<file path="src/rtl/ddf_pkg.sv">
// Shared constants for the block statistics front end: data widths,
// pipeline depth and the default 1080p geometry.
package ddf_pkg;

    localparam int WD_W    = 3;     // pixel weight width
    localparam int RGB_W   = 24;    // packed {R,G,B} width
    localparam int LATENCY = 3;     // input-to-output pipeline depth

    localparam int DEF_H_ACTIVE = 1920;
    localparam int DEF_V_ACTIVE = 1080;
    localparam int DEF_KH       = 16;
    localparam int DEF_KV       = 9;

    typedef logic [WD_W-1:0]  wd_t;
    typedef logic [RGB_W-1:0] rgb_t;

endpackage

</file>
<file path="src/rtl/block_weight_gen_luma_weight.sv">
// luma_weight: RGB -> 3-bit brightness weight, three register stages.
// Build option: LUMA_EXACT_EN selects the 77/150/29 weighted luma; the
// default build uses the cheaper (2R + 5G + B) / 8 shift-add form.
module luma_weight
    import ddf_pkg::*;
(
    input  logic        clk_i,
    input  logic        rst_i,
    input  logic [23:0] rgb_i,
    output logic [2:0]  wd_o
);

    logic [WD_W-1:0] r_wd;
    logic            w_unused;

`ifdef LUMA_EXACT_EN
    logic [15:0] r_pr;
    logic [15:0] r_pg;
    logic [15:0] r_pb;
    logic [15:0] r_sum;

    // Stage 1 multiplies, stage 2 sums (max 255*256 fits 16 bits), stage 3 keeps Y[7:5].
    always_ff @(posedge clk_i) begin
        if (rst_i) begin
            r_pr  <= '0;
            r_pg  <= '0;
            r_pb  <= '0;
            r_sum <= '0;
            r_wd  <= '0;
        end else begin
            r_pr  <= {8'd0, rgb_i[23:16]} * 16'd77;
            r_pg  <= {8'd0, rgb_i[15:8]}  * 16'd150;
            r_pb  <= {8'd0, rgb_i[7:0]}   * 16'd29;
            r_sum <= r_pr + r_pg + r_pb;
            r_wd  <= r_sum[15:13];
        end
    end

    assign w_unused = ^r_sum[12:0];
`else
    logic [RGB_W-1:0] r_rgb;
    logic [10:0]      r_sum;   // 11 bits so the full-white sum 2040 fits

    // Stage 1 registers the pixel, stage 2 forms 2R+5G+B, stage 3 keeps Y[7:5].
    always_ff @(posedge clk_i) begin
        if (rst_i) begin
            r_rgb <= '0;
            r_sum <= '0;
            r_wd  <= '0;
        end else begin
            r_rgb <= rgb_i;
            r_sum <= ({3'd0, r_rgb[23:16]} << 1)
                   + ({3'd0, r_rgb[15:8]}  << 2)
                   +  {3'd0, r_rgb[15:8]}
                   +  {3'd0, r_rgb[7:0]};
            r_wd  <= r_sum[10:8];
        end
    end

    assign w_unused = ^r_sum[7:0];
`endif

    assign wd_o = r_wd;

endmodule

</file>
<file path="src/rtl/block_weight_gen.sv">
// block_weight_gen: turns the video stream into per-pixel weights tagged
// with block coordinates, plus an end-of-frame freeze strobe for the
// accumulator array. Build option LUMA_EXACT_EN (see luma_weight) changes
// only the luma arithmetic; ports and timing are identical.
module block_weight_gen
    import ddf_pkg::*;
#(
    parameter int   H_ACTIVE = DEF_H_ACTIVE,
    parameter int   V_ACTIVE = DEF_V_ACTIVE,
    parameter int   KH       = DEF_KH,
    parameter int   KV       = DEF_KV,
    parameter logic VS_POL   = 1'b1
) (
    input  logic                  clk_i,
    input  logic                  rst_i,
    input  logic                  vs_i,
    input  logic                  de_i,
    input  logic [23:0]           rgb_i,
    output logic                  de_o,
    output logic [2:0]            wd_o,
    output logic [$clog2(KH)-1:0] blk_x_o,
    output logic [$clog2(KV)-1:0] blk_y_o,
    output logic                  freeze_o
);

    localparam int BW   = H_ACTIVE / KH;    // pixels per block column
    localparam int LH   = V_ACTIVE / KV;    // lines per block row
    localparam int PX_W = $clog2(BW + 1);
    localparam int LN_W = $clog2(LH + 1);
    localparam int BX_W = $clog2(KH);
    localparam int BY_W = $clog2(KV);
    localparam int ST_W = 2 + BX_W + BY_W;  // {de, freeze, blk_x, blk_y}

    localparam logic [PX_W-1:0] PX_LAST = PX_W'(BW - 1);
    localparam logic [LN_W-1:0] LN_LAST = LN_W'(LH - 1);
    localparam logic [BX_W-1:0] BX_LAST = BX_W'(KH - 1);
    localparam logic [BY_W-1:0] BY_LAST = BY_W'(KV - 1);

    logic            r_vs_act;
    logic            r_de_prev;
    logic            r_synced;
    logic [PX_W-1:0] r_px_cnt;
    logic [LN_W-1:0] r_ln_cnt;
    logic [BX_W-1:0] r_blk_x;
    logic [BY_W-1:0] r_blk_y;

    logic            w_vs_act;
    logic            w_vs_edge;
    logic            w_de_fall;
    logic            w_de_s0;
    logic [WD_W-1:0] w_wd;

    logic [ST_W-1:0] w_stage_in [LATENCY];
    logic [ST_W-1:0] r_stage    [LATENCY];

    assign w_vs_act  = (vs_i == VS_POL);
    assign w_vs_edge = w_vs_act & ~r_vs_act;
    assign w_de_fall = r_de_prev & ~de_i;
    // The pixel coinciding with the vs edge is dropped so freeze never overlaps a weight.
    assign w_de_s0   = de_i & r_synced & ~w_vs_edge;

    // Edge-detect history and the sync flag; a vs edge also closes any open line.
    always_ff @(posedge clk_i) begin
        if (rst_i) begin
            r_vs_act  <= 1'b0;
            r_de_prev <= 1'b0;
            r_synced  <= 1'b0;
        end else begin
            r_vs_act  <= w_vs_act;
            r_de_prev <= w_vs_edge ? 1'b0 : de_i;
            if (w_vs_edge) begin
                r_synced <= 1'b1;
            end
        end
    end

    // Block counters: pixels within a block column, lines within a block row,
    // both with saturating block indices for over-long lines or frames.
    always_ff @(posedge clk_i) begin
        if (rst_i || w_vs_edge) begin
            r_px_cnt <= '0;
            r_ln_cnt <= '0;
            r_blk_x  <= '0;
            r_blk_y  <= '0;
        end else if (w_de_fall) begin
            r_px_cnt <= '0;
            r_blk_x  <= '0;
            if (r_ln_cnt == LN_LAST) begin
                r_ln_cnt <= '0;
                if (r_blk_y != BY_LAST) begin
                    r_blk_y <= r_blk_y + 1'b1;
                end
            end else begin
                r_ln_cnt <= r_ln_cnt + 1'b1;
            end
        end else if (de_i) begin
            if (r_px_cnt == PX_LAST) begin
                r_px_cnt <= '0;
                if (r_blk_x != BX_LAST) begin
                    r_blk_x <= r_blk_x + 1'b1;
                end
            end else begin
                r_px_cnt <= r_px_cnt + 1'b1;
            end
        end
    end

    // Control/coordinate delay line matched to the luma pipeline depth.
    assign w_stage_in[0] = {w_de_s0, w_vs_edge, r_blk_x, r_blk_y};

    genvar gi;
    generate
        for (gi = 1; gi < LATENCY; gi++) begin : g_dly
            assign w_stage_in[gi] = r_stage[gi-1];
        end
    endgenerate

    // Advance the delay line; reset flushes any in-flight weights.
    always_ff @(posedge clk_i) begin
        if (rst_i) begin
            for (int i = 0; i < LATENCY; i++) begin
                r_stage[i] <= '0;
            end
        end else begin
            for (int i = 0; i < LATENCY; i++) begin
                r_stage[i] <= w_stage_in[i];
            end
        end
    end

    luma_weight u_luma (
        .clk_i (clk_i),
        .rst_i (rst_i),
        .rgb_i (rgb_i),
        .wd_o  (w_wd)
    );

    assign {de_o, freeze_o, blk_x_o, blk_y_o} = r_stage[LATENCY-1];
    // Weight is forced to 0 outside valid cycles so idle outputs stay clean.
    assign wd_o = w_wd & {WD_W{de_o}};

endmodule

</file>
<file path="config.mk">
export PLATFORM = sky130hd
export DESIGN_NAME = block_weight_gen
export DESIGN_NICKNAME = d
export VERILOG_FILES = /design/src/rtl/ddf_pkg.sv /design/src/rtl/block_weight_gen_luma_weight.sv /design/src/rtl/block_weight_gen.sv
export SDC_FILE = /design/constraint.sdc
export NUM_CORES = 1
export LEC_CHECK = 0
export ABC_AREA = 1
export CORE_ASPECT_RATIO = 1.2
export CORE_MARGIN = 2
export CORE_UTILIZATION = 60
export DETAILED_ROUTE_END_ITERATION = 7
export PLACE_DENSITY = 0.85
export SYNTH_ARGS = -nofsm -noshare
export SYNTH_HDL_FRONTEND = slang
export SYNTH_SLANG_ARGS = --single-unit
</file>
<file path="constraint.sdc">
create_clock -name clk_i -period 4.7 [get_ports clk_i]
set_input_delay 0.47 -clock clk_i [delete_from_list [all_inputs] [get_ports clk_i]]
set_output_delay 0.47 -clock clk_i [all_outputs]
set_load 0.02 [all_outputs]
</file>
==> flow_metrics.py <==
metrics = {
    "global_route": {
        "first_global_vias": 2616,
        "grt_max_degree": 38,
        "grt_first_pass_wirelength_mm": 10.3,
        "antenna_found_initial": 0,
        "gr-total-overflow": 0,
        "grt_use_total_pct": 20.7,
    },
    "finish": {
        "finish.utilization_pct": 73.1,
        "drive_above_1_share_pct": 6.67,
        "final_cell_mix": "113 x inv_1, 85 x nor2_1, 85 x dfxtp_1",
        "diodes": 0,
        "layout_commonest_cell": "inv_1",
        "synthToLayoutAreaGrowth_pct": 17.0,
        "final_nets": 531,
        "design_area_um2": 4170,
        "nFillCells": 446,
    },
    "placed_design": {
        "place_congestion": 0.823,
        "dp_hpwl_mm": 4.48,
        "placed_area_um2": 3980,
        "io_buffers": 40,
    },
    "clock_network": {
        "clk_latency_ps": 360,
        "h-tree-depth": 3,
        "cts.sink_count": 85,
        "cts_buffers": 9,
        "ctsRootBufferMaster": "clkbuf_8",
        "post_cts_buffers": 0,
        "cts_hold_buf": 0,
        "clk_pin_slew_worst_paths_ps": 80,
        "cts_buffer_depth": 2,
        "cts_tree": "yes",
        "cts.repair.resized": 0,
    },
    "synth": {
        "syn_avg_cell_area_um2": 8.14,
        "ys_seq_elements": 85,
        "synth_area_leaders": "dfxtp_1 48%, inv_1 12%, nor2_1 9.0%",
        "synth_cells": 438,
        "synth_area_um2": 3560,
        "yosysTopAreaCell": "dfxtp_1",
        "yosys_warnings": 0,
        "yosysUniqueCellTypes": 30,
        "yosysSeqAreaShare_pct": 47.8,
        "synth_top_area_share_pct": 47.8,
        "synth_fp_nets": 494,
    },
    "sta": {
        "slew_headroom_pct": 58.0,
        "period_needed_ps": 2530,
        "rsz0062_at_grt": "false",
        "tightest_slew_ps": 630,
        "slew_violations": 0,
        "skew_ps": 11.8,
        "fin_setup_tns_ps": 0,
        "setup_viol": 0,
        "max_freq_ghz": 0.395,
        "hold_viol": 0,
        "min_period_over_period_pct": 53.9,
    },
    "critical_path": {
        "ff2ff_path_depth": 12,
        "cpMostUsedCell": "nand2_1",
        "cpPeakStageDelay_ps": 530,
        "critPathLaunchType": "flop",
        "crit_fanout": 3,
        "arrival_ps": 2790,
        "crit_path_end_kind": "flop",
        "cp_cell_sequence": "inv_1 > fa_1 > fa_1 > inv_1 > ha_1 > a21o_1 > nand2_1 > nand2_1 > nor2_1 > nand3_1 > nand2_1 > nor2_1",
        "required_ps": 4960,
        "critical_path_class": "flop to flop",
        "crit_slowest_cell": "fa_1",
        "timing.rr.end": "u_luma.r_sum[9]$_SDFF_PP0_",
        "r2r_setup_slack_ps": 2170,
        "rr_startpoint": "u_luma.r_rgb[13]$_SDFF_PP0_",
    },
    "hold_path": {
        "hold-path-cell-count": 2,
        "whs_endpoint": "r_stage[0][18]$_SDFF_PP0_",
        "hold_path.class": "flop to flop",
        "min_from": "r_stage[0][8]$_SDFF_PP0_",
    },
    "run_status": {
        "status": "finished, final reports clean",
    },
    "pwr": {
        "powerDensity_nw_per_um2": 334,
        "peakVddDrop_v": 0.000253,
        "power_w": 0.00139,
        "power_leakage_nw": 1.87,
    },
    "detailed_routing": {
        "vias_per_cell": 4.59,
        "drt_pass1_iterations": 4,
        "wl_met2_mm": 3.04,
        "drt_wl_total_mm": 5.91,
        "drt-met1-wl_mm": 2.51,
        "wl_per_cell_um": 10.6,
        "drc": 0,
        "drtAntennaViolNets": 0,
        "drt_iter0_markers": 45,
        "wl_met3_um": 209,
        "vias": 2571,
        "top_layer": "met4",
    },
    "floorplan": {
        "dieArea_um2": 6570,
        "initial_core_util_pct": 62.5,
        "chipHeight_um": 88.4,
        "die_w_um": 74.4,
        "pin_count": 41,
        "rows": 30,
        "design.core.area_um2": 5710,
    },
    "flow_run": {
        "cap_violations": 0,
    },
}
-- logic make-up (layout without fill, tap and decap cells) --
group,count (synthesis),count (layout),synth area share (%)
simple gates,161,161,19.7
fa+ha+maj,28,28,12.6
buf+inv,130,172,14.6
xor+xnor,3,3,0.737
flops,85,85,47.8
compound gates,31,31,4.67
-- Yosys cell counts --
cell,n
a21oi_1,15
buf_4,8
nand4_2,1
nand3_2,1
inv_2,2
xnor2_1,1
nor3_1,4
ha_1,15
o21ai_1,4
nor3b_2,2
o21bai_1,2
nand2_2,2
buf_1,1
nor2_4,2
buf_2,2
xor2_1,2
a21o_1,1
a31oi_1,1
nor3b_1,2
nor2_2,4
nand3_1,15
dfxtp_1,85
nor2_1,85
a211oi_1,1
fa_1,13
inv_1,113
o21ai_0,7
nand4_1,1
nand2_1,42
clkbuf_1,4
-- power breakdown --
group / total, W / internal [W] / switching, W
sequential: 0.000748 / 0.000741 / 0.00000746
combinational: 0.000161 / 0.0000698 / 0.0000914
clock: 0.000481 / 0.000224 / 0.000257
-- how the worst max path moves through the flow --
stage	start	to	slack, ps	depth (start not counted)
floorplan	u_luma.r_rgb[9]$_SDFF_PP0_	u_luma.r_sum[10]$_SDFF_PP0_	2370	12
global placement	u_luma.r_rgb[9]$_SDFF_PP0_	u_luma.r_sum[10]$_SDFF_PP0_	2290	12
detailed placement	u_luma.r_rgb[13]$_SDFF_PP0_	u_luma.r_sum[9]$_SDFF_PP0_	2190	12
CTS	u_luma.r_rgb[13]$_SDFF_PP0_	u_luma.r_sum[9]$_SDFF_PP0_	2170	12
global route	u_luma.r_rgb[9]$_SDFF_PP0_	u_luma.r_sum[9]$_SDFF_PP0_	1970	12
finish	u_luma.r_rgb[13]$_SDFF_PP0_	u_luma.r_sum[9]$_SDFF_PP0_	2170	12
-- stage by stage --
step	setup WS (ps)	hold slack, ps	cells
floorplan	2370	388	438
global placement	2290	389	544
detailed placement	2190	393	544
CTS	2170	405	560
global route	1970	421	560
finish	2170	399	560
-- layout make-up --
| cell class | instances | area, um2 | area share [%] |
|---|---|---|---|
| well taps | 80 | 100 | 2.40 |
| inverters | 115 | 432 | 10.4 |
| clock inverters | 5 | 40.0 | 0.960 |
| clock buffers | 11 | 151 | 3.63 |
| multi-input cells | 223 | 1340 | 32.2 |
| repair buffers | 41 | 403 | 9.66 |
| flip-flops and latches | 85 | 1700 | 40.8 |
-- flip-flops by register name (all words and copies together), names as in the netlist --
| register | count |
|---|---|
| r_de_prev | 1 |
| u_luma.wd_o | 3 |
| r_blk_x | 4 |
| u_luma.r_sum | 3 |
| r_stage | 30 |
| r_ln_cnt | 7 |
| u_luma.r_rgb | 24 |
| r_blk_y | 4 |
| r_px_cnt | 7 |
| r_synced | 1 |
| r_vs_act | 1 |
-- worst max-delay path, delay by kind of cell, from the launching register on --
family,cells,cell delay (ps)
compound gates,1,220
buf+inv,2,120
flops,1,320
fa+ha+maj,3,1330
simple gates,6,460
-- layer usage --
metal  vias up  GRT usage [%]
met5         -              0
met4         0           10.9
met3        13           4.78
met2        48           37.4
met1      1165           22.1
li1       1345              -
No activity file was read; power rests on OpenSTA's default activity.
